===== config.mk =====
export PLATFORM = sky130hd
export DESIGN_NAME = uart_tx_fifo_sequencer_flat
export DESIGN_NICKNAME = d
export VERILOG_FILES = /design/src/rtl/uart_tx_fifo_sequencer_if.sv /design/src/rtl/uart_tx_fifo_sequencer.sv /design/src/flat_wrapper.sv
export SDC_FILE = /design/constraint.sdc
export NUM_CORES = 1
export LEC_CHECK = 0
export ABC_AREA = 1
export CORE_ASPECT_RATIO = 0.7
export CORE_MARGIN = 2
export CORE_UTILIZATION = 40
export DETAILED_ROUTE_END_ITERATION = 8
export PLACE_DENSITY = 0.63
export SKIP_CTS_REPAIR_TIMING = 1
export SYNTH_ARGS = -nofsm -noshare
export SYNTH_HDL_FRONTEND = slang
export SYNTH_SLANG_ARGS = --single-unit
export TNS_END_PERCENT = 5

===== constraint.sdc =====
create_clock -name clock -period 2.7 [get_ports clock]
set_input_delay 0.675 -clock clock [delete_from_list [all_inputs] [get_ports clock]]
set_output_delay 0.675 -clock clock [all_outputs]
set_load 0.1 [all_outputs]

===== src/rtl/uart_tx_fifo_sequencer_if.sv =====
// Bundle of the TX FIFO read side and the UART TX shift-engine handshake.
// The master modport is the sequencer. The slave modport is the FIFO plus the transmitter.
interface uart_tx_fifo_sequencer_if #(
  parameter int DATA_BITS = 8
);
  // Handshake semantics:
  // - fifo_data_out is valid whenever fifo_empty_flag is 0.
  // - A cycle with fifo_read_flag high consumes the head word at that clock edge.
  // - tx_start is a one-cycle request and tx_data is valid with it.
  // - The transmitter holds tx_busy while shifting and pulses tx_done for one cycle at frame end.
  logic                 fifo_empty_flag;
  logic [DATA_BITS-1:0] fifo_data_out;
  logic                 fifo_read_flag;
  logic                 tx_busy;
  logic                 tx_done;
  logic                 tx_start;
  logic [DATA_BITS-1:0] tx_data;

  modport master (
    input  fifo_empty_flag,
    input  fifo_data_out,
    input  tx_busy,
    input  tx_done,
    output fifo_read_flag,
    output tx_start,
    output tx_data
  );

  modport slave (
    output fifo_empty_flag,
    output fifo_data_out,
    output tx_busy,
    output tx_done,
    input  fifo_read_flag,
    input  tx_start,
    input  tx_data
  );
endinterface


===== src/rtl/uart_tx_fifo_sequencer.sv =====
// Drains the UART TX FIFO into the transmitter one byte per frame.
// Also provides an optional inter-frame gap, a FIFO flush, a tx_done watchdog and a sent-frame counter.
module uart_tx_fifo_sequencer #(
  parameter int DATA_BITS  = 8,
  parameter int GAP_CYCLES = 0,
  parameter int TIMEOUT    = 4096,
  parameter int CNT_W      = 16
) (
  input  logic                       clock,
  input  logic                       reset,
  input  logic                       enable,
  input  logic                       flush,
  uart_tx_fifo_sequencer_if.master   bus,
  output logic                       busy,
  output logic                       timeout_err,
  output logic [CNT_W-1:0]           sent_count,
  output logic [2:0]                 state_dbg
);

  localparam int WD_W  = (TIMEOUT > 2) ? $clog2(TIMEOUT) : 1;
  localparam int GAP_W = (GAP_CYCLES > 1) ? $clog2(GAP_CYCLES) : 1;
  // The watchdog is zeroed in START. Expiring at TIMEOUT-2 raises the error exactly TIMEOUT clocks after tx_start.
  localparam logic [WD_W-1:0]  WD_LAST  = WD_W'(TIMEOUT - 2);
  localparam logic [GAP_W-1:0] GAP_LAST = GAP_W'((GAP_CYCLES > 0) ? GAP_CYCLES - 1 : 0);

  typedef enum logic [2:0] {
    S_IDLE    = 3'd0,
    S_LOAD    = 3'd1,
    S_START   = 3'd2,
    S_WAIT_TX = 3'd3,
    S_GAP     = 3'd4,
    S_FLUSH   = 3'd5
  } state_t;

  state_t               state_q, state_d;
  logic [DATA_BITS-1:0] tx_data_q, tx_data_d;
  logic                 tx_start_q, tx_start_d;
  logic                 busy_q, busy_d;
  logic                 timeout_err_q, timeout_err_d;
  logic [CNT_W-1:0]     sent_count_q, sent_count_d;
  logic [WD_W-1:0]      wd_q, wd_d;
  logic [GAP_W-1:0]     gap_q, gap_d;
  logic                 flush_pop;

  always_comb begin
    state_d       = state_q;
    tx_data_d     = tx_data_q;
    timeout_err_d = timeout_err_q;
    sent_count_d  = sent_count_q;
    wd_d          = wd_q;
    gap_d         = gap_q;
    flush_pop     = 1'b0;

    case (state_q)
      S_IDLE: begin
        if (flush && !bus.fifo_empty_flag) begin
          state_d = S_FLUSH;
        end else if (enable && !bus.fifo_empty_flag && !bus.tx_busy) begin
          state_d = S_LOAD;
        end
      end
      S_LOAD: begin
        tx_data_d = bus.fifo_data_out;
        state_d   = S_START;
      end
      S_START: begin
        wd_d    = '0;
        state_d = S_WAIT_TX;
      end
      S_WAIT_TX: begin
        // A tx_done arriving on the expiry clock still counts as a good frame.
        if (bus.tx_done) begin
          sent_count_d = sent_count_q + CNT_W'(1);
          gap_d        = '0;
          state_d      = (GAP_CYCLES > 0) ? S_GAP : S_IDLE;
        end else if (wd_q == WD_LAST) begin
          timeout_err_d = 1'b1;
          state_d       = S_IDLE;
        end else begin
          wd_d = wd_q + WD_W'(1);
        end
      end
      S_GAP: begin
        if (gap_q == GAP_LAST) begin
          state_d = S_IDLE;
        end else begin
          gap_d = gap_q + GAP_W'(1);
        end
      end
      S_FLUSH: begin
        if (!flush || bus.fifo_empty_flag) begin
          state_d = S_IDLE;
        end else begin
          flush_pop = 1'b1;
        end
      end
      default: state_d = S_IDLE;
    endcase

    tx_start_d = (state_d == S_START);
    busy_d     = (state_d != S_IDLE);
  end

  always_ff @(posedge clock or negedge reset) begin
    if (!reset) begin
      state_q       <= S_IDLE;
      tx_data_q     <= '0;
      tx_start_q    <= 1'b0;
      busy_q        <= 1'b0;
      timeout_err_q <= 1'b0;
      sent_count_q  <= '0;
      wd_q          <= '0;
      gap_q         <= '0;
    end else begin
      state_q       <= state_d;
      tx_data_q     <= tx_data_d;
      tx_start_q    <= tx_start_d;
      busy_q        <= busy_d;
      timeout_err_q <= timeout_err_d;
      sent_count_q  <= sent_count_d;
      wd_q          <= wd_d;
      gap_q         <= gap_d;
    end
  end

  // During a flush the pop is gated by the live empty flag, so an emptied FIFO is never popped again.
  assign bus.fifo_read_flag = (state_q == S_LOAD) || flush_pop;
  assign bus.tx_start       = tx_start_q;
  assign bus.tx_data        = tx_data_q;
  assign busy               = busy_q;
  assign timeout_err        = timeout_err_q;
  assign sent_count         = sent_count_q;
  assign state_dbg          = state_q;

endmodule


===== src/flat_wrapper.sv =====
// flat-port wrapper written by rule: the top's interface ports become plain ports
module uart_tx_fifo_sequencer_flat 
#(
  parameter int DATA_BITS  = 8,
  parameter int GAP_CYCLES = 0,
  parameter int TIMEOUT    = 4096,
  parameter int CNT_W      = 16
)
  (clock, reset, enable, flush, busy, timeout_err, sent_count, state_dbg, bus_fifo_empty_flag, bus_fifo_data_out, bus_tx_busy, bus_tx_done, bus_fifo_read_flag, bus_tx_start, bus_tx_data);
  uart_tx_fifo_sequencer_if #(.DATA_BITS(DATA_BITS)) bus_i ();
  input  logic clock;
  input  logic reset;
  input  logic enable;
  input  logic flush;
  output logic busy;
  output logic timeout_err;
  output logic [CNT_W-1:0] sent_count;
  output logic [2:0] state_dbg;
  input wire logic [$bits(bus_i.fifo_empty_flag)-1:0] bus_fifo_empty_flag;
  input wire logic [$bits(bus_i.fifo_data_out)-1:0] bus_fifo_data_out;
  input wire logic [$bits(bus_i.tx_busy)-1:0] bus_tx_busy;
  input wire logic [$bits(bus_i.tx_done)-1:0] bus_tx_done;
  output wire logic [$bits(bus_i.fifo_read_flag)-1:0] bus_fifo_read_flag;
  output wire logic [$bits(bus_i.tx_start)-1:0] bus_tx_start;
  output wire logic [$bits(bus_i.tx_data)-1:0] bus_tx_data;
  assign bus_i.fifo_empty_flag = bus_fifo_empty_flag;
  assign bus_i.fifo_data_out = bus_fifo_data_out;
  assign bus_i.tx_busy = bus_tx_busy;
  assign bus_i.tx_done = bus_tx_done;
  assign bus_fifo_read_flag = bus_i.fifo_read_flag;
  assign bus_tx_start = bus_i.tx_start;
  assign bus_tx_data = bus_i.tx_data;
  uart_tx_fifo_sequencer #(.DATA_BITS(DATA_BITS), .GAP_CYCLES(GAP_CYCLES), .TIMEOUT(TIMEOUT), .CNT_W(CNT_W)) u_core (.clock(clock), .reset(reset), .enable(enable), .flush(flush), .bus(bus_i), .busy(busy), .timeout_err(timeout_err), .sent_count(sent_count), .state_dbg(state_dbg));
endmodule

==> out/metrics.csv, run 1 <==
metric,value,unit
antenna violations before repair,0,
final net count,369,
count of synthesis-stage warnings from yosys,0,
max-slew violation total from the final report,0,
Total Die Area,0.00632,mm2
portion of netlist area occupied by mux cells,0,%
Residual DRC,0,
Post-Route Hold Slack,0.438,ns
max_slew headroom,64.7,%
effective utilization at floorplan,42.4,%
Required @ worst endpoint,2.03,ns
share of the synthesized area in compound gates (AO/OA/AOI/OAI),3.30,%
Port Buffer Count,45,
clk slew on worst S/H paths,0.09,ns
Fin Clk Skew,0.0100,ns
VDD IR max,796,uV
Worst Hold Class,input pin to async pin,
Floorplan Core Area,0.00537,mm2
Max Root-Sink Buffers,2,
die extent in y,67.1,um
shortest clock period the worst path allows after layout,2.32,ns
status,"finished, final reports clean",
setup repair after global routing missed its margin,false,
Area growth syn-to-layout,25.7,%
Cell Pwr Density,1120,mW/mm2
worst skew pair latency,0.29,ns
final weighted congestion in routability-driven placement,0.871,
remaining antenna violation count after routing,0,
adder-cell area share of the yosys netlist,1.65,%
critical-path cell list,clkdlybuf4s50_1 -> inv_1 -> nand2_1 -> o21ai_4 -> buf_12,
cts bufs inserted,5,
static leakage,1.40,nW
"Largest stage delay, worst path",0.39,ns
number of ports placed on the die boundary,46,
final core utilization,53.3,%
Die W,94.2,um
count of maximum capacitance violations,0,
number of standard cells after synthesis,301,
xor and xnor area share after synthesis,5.39,%
startpoint type of the worst setup path,input pin,
violation count after the first detailed-routing iteration,144,
Filler Cells Inserted,524,
syn avg cell area,7.56,um2
Initial DRT Pass Iterations,4,
start of the worst register-to-register path,u_core.wd_q[0]$_DFFE_PN0P_,
overall routing resource usage,18.2,%
endpoints failing setup,0,
endpoint kind of the worst setup timing path,primary output,
num rows,22,
drt total wl,5160,um
total via count in the routed design,1999,
# clock sinks,42,
standard cell area after detailed placement,0.00275,mm2
number of global-route vias before repair,1903,
worst-path fanout max,4,
CP max-delay cell,clkdlybuf4s50_1,
number of vias per cell,4.71,
final-report hold violation count,0,
area of all placed cells without fillers,0.00286,mm2
Fmax achieved,431,MHz
Synth Area in Simple Gates,37.8,%
worst reg2reg path depth,9,
distinct cell type count of the synthesized netlist,28,
flip-flop and latch count after synthesis,42,
synthesized net count,319,
total global routing overflow,0,
arrival time of data at the critical path endpoint,1.65,ns
global-route wire length before repair,8880,um
main combinational cell family by area after synthesis,simple AND/OR/NAND/NOR gates,
largest net degree at the start of global routing,43,
root buf cell,clkbuf_8,
launch point of the critical path,bus_fifo_empty_flag,
cell area after synthesis,0.00228,mm2
kind of critical path,input pin to primary output,
portion of the clock cycle consumed by the worst path in the final layout,86.0,%
reg-to-reg setup timing slack,0.76,ns
capture point of the worst reg-to-reg path,u_core.wd_q[7]$_DFFE_PN0P_,
crit path capture,bus_fifo_read_flag,
H-tree lvl count,2,
average wire per standard cell,12.2,um
transition time of the tightest slew-check pin,0.529,ns
post-route setup TNS,0,ns
placed wire-length estimate,3740,um
number of antenna cells inserted,0,
CTS tree,yes,
fraction of final layout cells sized beyond drive strength 1,15.9,%
share of the yosys chip area belonging to registers,46.2,%
area by class of cell:
type	instances	area, um2	share of cell area [%]
Multi-Input combinational cell	228	1110	38.7
Sequential cell	42	1050	36.8
Timing Repair Buffer	47	395	13.8
Inverter	27	106	3.72
Tap cell	72	90.1	3.15
Clock buffer	6	72.6	2.54
Clock inverter	2	37.5	1.31
synthesized netlist by cell type:
cell type / n / area share, %
nor2_4: 2 / 0.99
inv_1: 25 / 4.1
nand4_1: 6 / 1.6
nand3b_1: 2 / 0.66
nor2_2: 2 / 0.55
clkinv_1: 1 / 0.16
o21ai_0: 6 / 1.3
xor2_1: 10 / 3.8
o21bai_1: 1 / 0.33
buf_2: 1 / 0.22
nand3_2: 1 / 0.44
clkbuf_1: 1 / 0.16
o22ai_1: 1 / 0.28
a21oi_1: 1 / 0.22
dfrtp_1: 42 / 46
nand3_1: 27 / 5.9
ha_1: 3 / 1.6
nand2_1: 116 / 19
buf_4: 2 / 0.66
inv_6: 1 / 0.38
nand2_2: 2 / 0.55
nor2_1: 35 / 5.8
o21ai_2: 2 / 0.77
a221oi_1: 1 / 0.38
nor3_1: 3 / 0.66
nand2_4: 2 / 0.99
xnor2_1: 4 / 1.5
nor3_2: 1 / 0.44
flip-flops by register name, summed over array words and instances, names as in the netlist:
register / flops
u_core.sent_count: 16
u_core.wd_q: 12
u_core.bus.tx_data: 8
u_core.state_dbg: 3
u_core.bus.tx_start: 1
u_core.busy: 1
u_core.timeout_err: 1
routing by layer:
layer / track usage, % / share of wire [%] / up-vias / wire length, um
met5: 0 / 0 / - / 0
met4: 5.80 / 0.78 / 0 / 40
met3: 5.43 / 7.2 / 4 / 370
met2: 26.2 / 40 / 61 / 2080
met1: 26.1 / 52 / 895 / 2670
li1: - / - / 1039 / -
through the flow:
step / setup slack, ns / total power [mW] / instances
after global placement: 0.384 / 2.72 / 416
after CTS: 0.370 / 3.24 / 424
after detailed placement: 0.371 / 2.73 / 416
after floorplan: 0.101 / 2.31 / 301
after global routing: 0.311 / 3.38 / 424
final: 0.379 / 3.20 / 424
placed cells by master, fill, tap and decap left out, types with 5 or more instances in the layout:
cell             count
inv_1               25
nor2_1              35
xor2_1              10
nand2_1            116
o21ai_0              5
nand3_1             27
dfrtp_1             41
clkbuf_8             5
clkdlybuf4s50_1     13
buf_4               32
nand4_1              6
cells by family after synthesis:
kind of cell             Yosys count
flip-flops                        42
AO/OA/AOI/OAI                     12
AND/OR/NAND/NOR                  199
XOR/XNOR                          14
adder cells (fa/ha/maj)            3
buffers and inverters             31
critical path, delay by kind of cell:
kind                   cells  cell delay, ns
buffers and inverters      3            0.65
AND/OR/NAND/NOR            1            0.12
AO/OA/AOI/OAI              1            0.20
report_power, final:
part / switching [mW] / internal (mW) / total [mW]
clock: 0.218 / 0.276 / 0.494
combinational: 1.44 / 0.362 / 1.80
sequential: 0.135 / 0.772 / 0.907
total: 1.79 / 1.41 / 3.20
how the worst min path moves through the flow:
stage,end,slack (ns),cells past startpoint
final,u_core.wd_q[10]$_DFFE_PN0P_,0.44,2
after global routing,u_core.timeout_err$_DFFE_PN0P_,0.50,2
after CTS,u_core.wd_q[10]$_DFFE_PN0P_,0.46,2
after detailed placement,u_core.bus.tx_data[2]$_DFFE_PN0P_,0.46,2
after global placement,u_core.bus.tx_data[2]$_DFFE_PN0P_,0.46,2
after floorplan,u_core.bus.tx_data[0]$_DFFE_PN0P_,0.38,0
Note: power is estimated with default switching activity, not from simulation.
==> run 2, diff against run 1 <==
SLEW_MARGIN = 20   (was default)
==> results of run 2 <==
Final layout, timing and power as in run 1 (identical DEF).
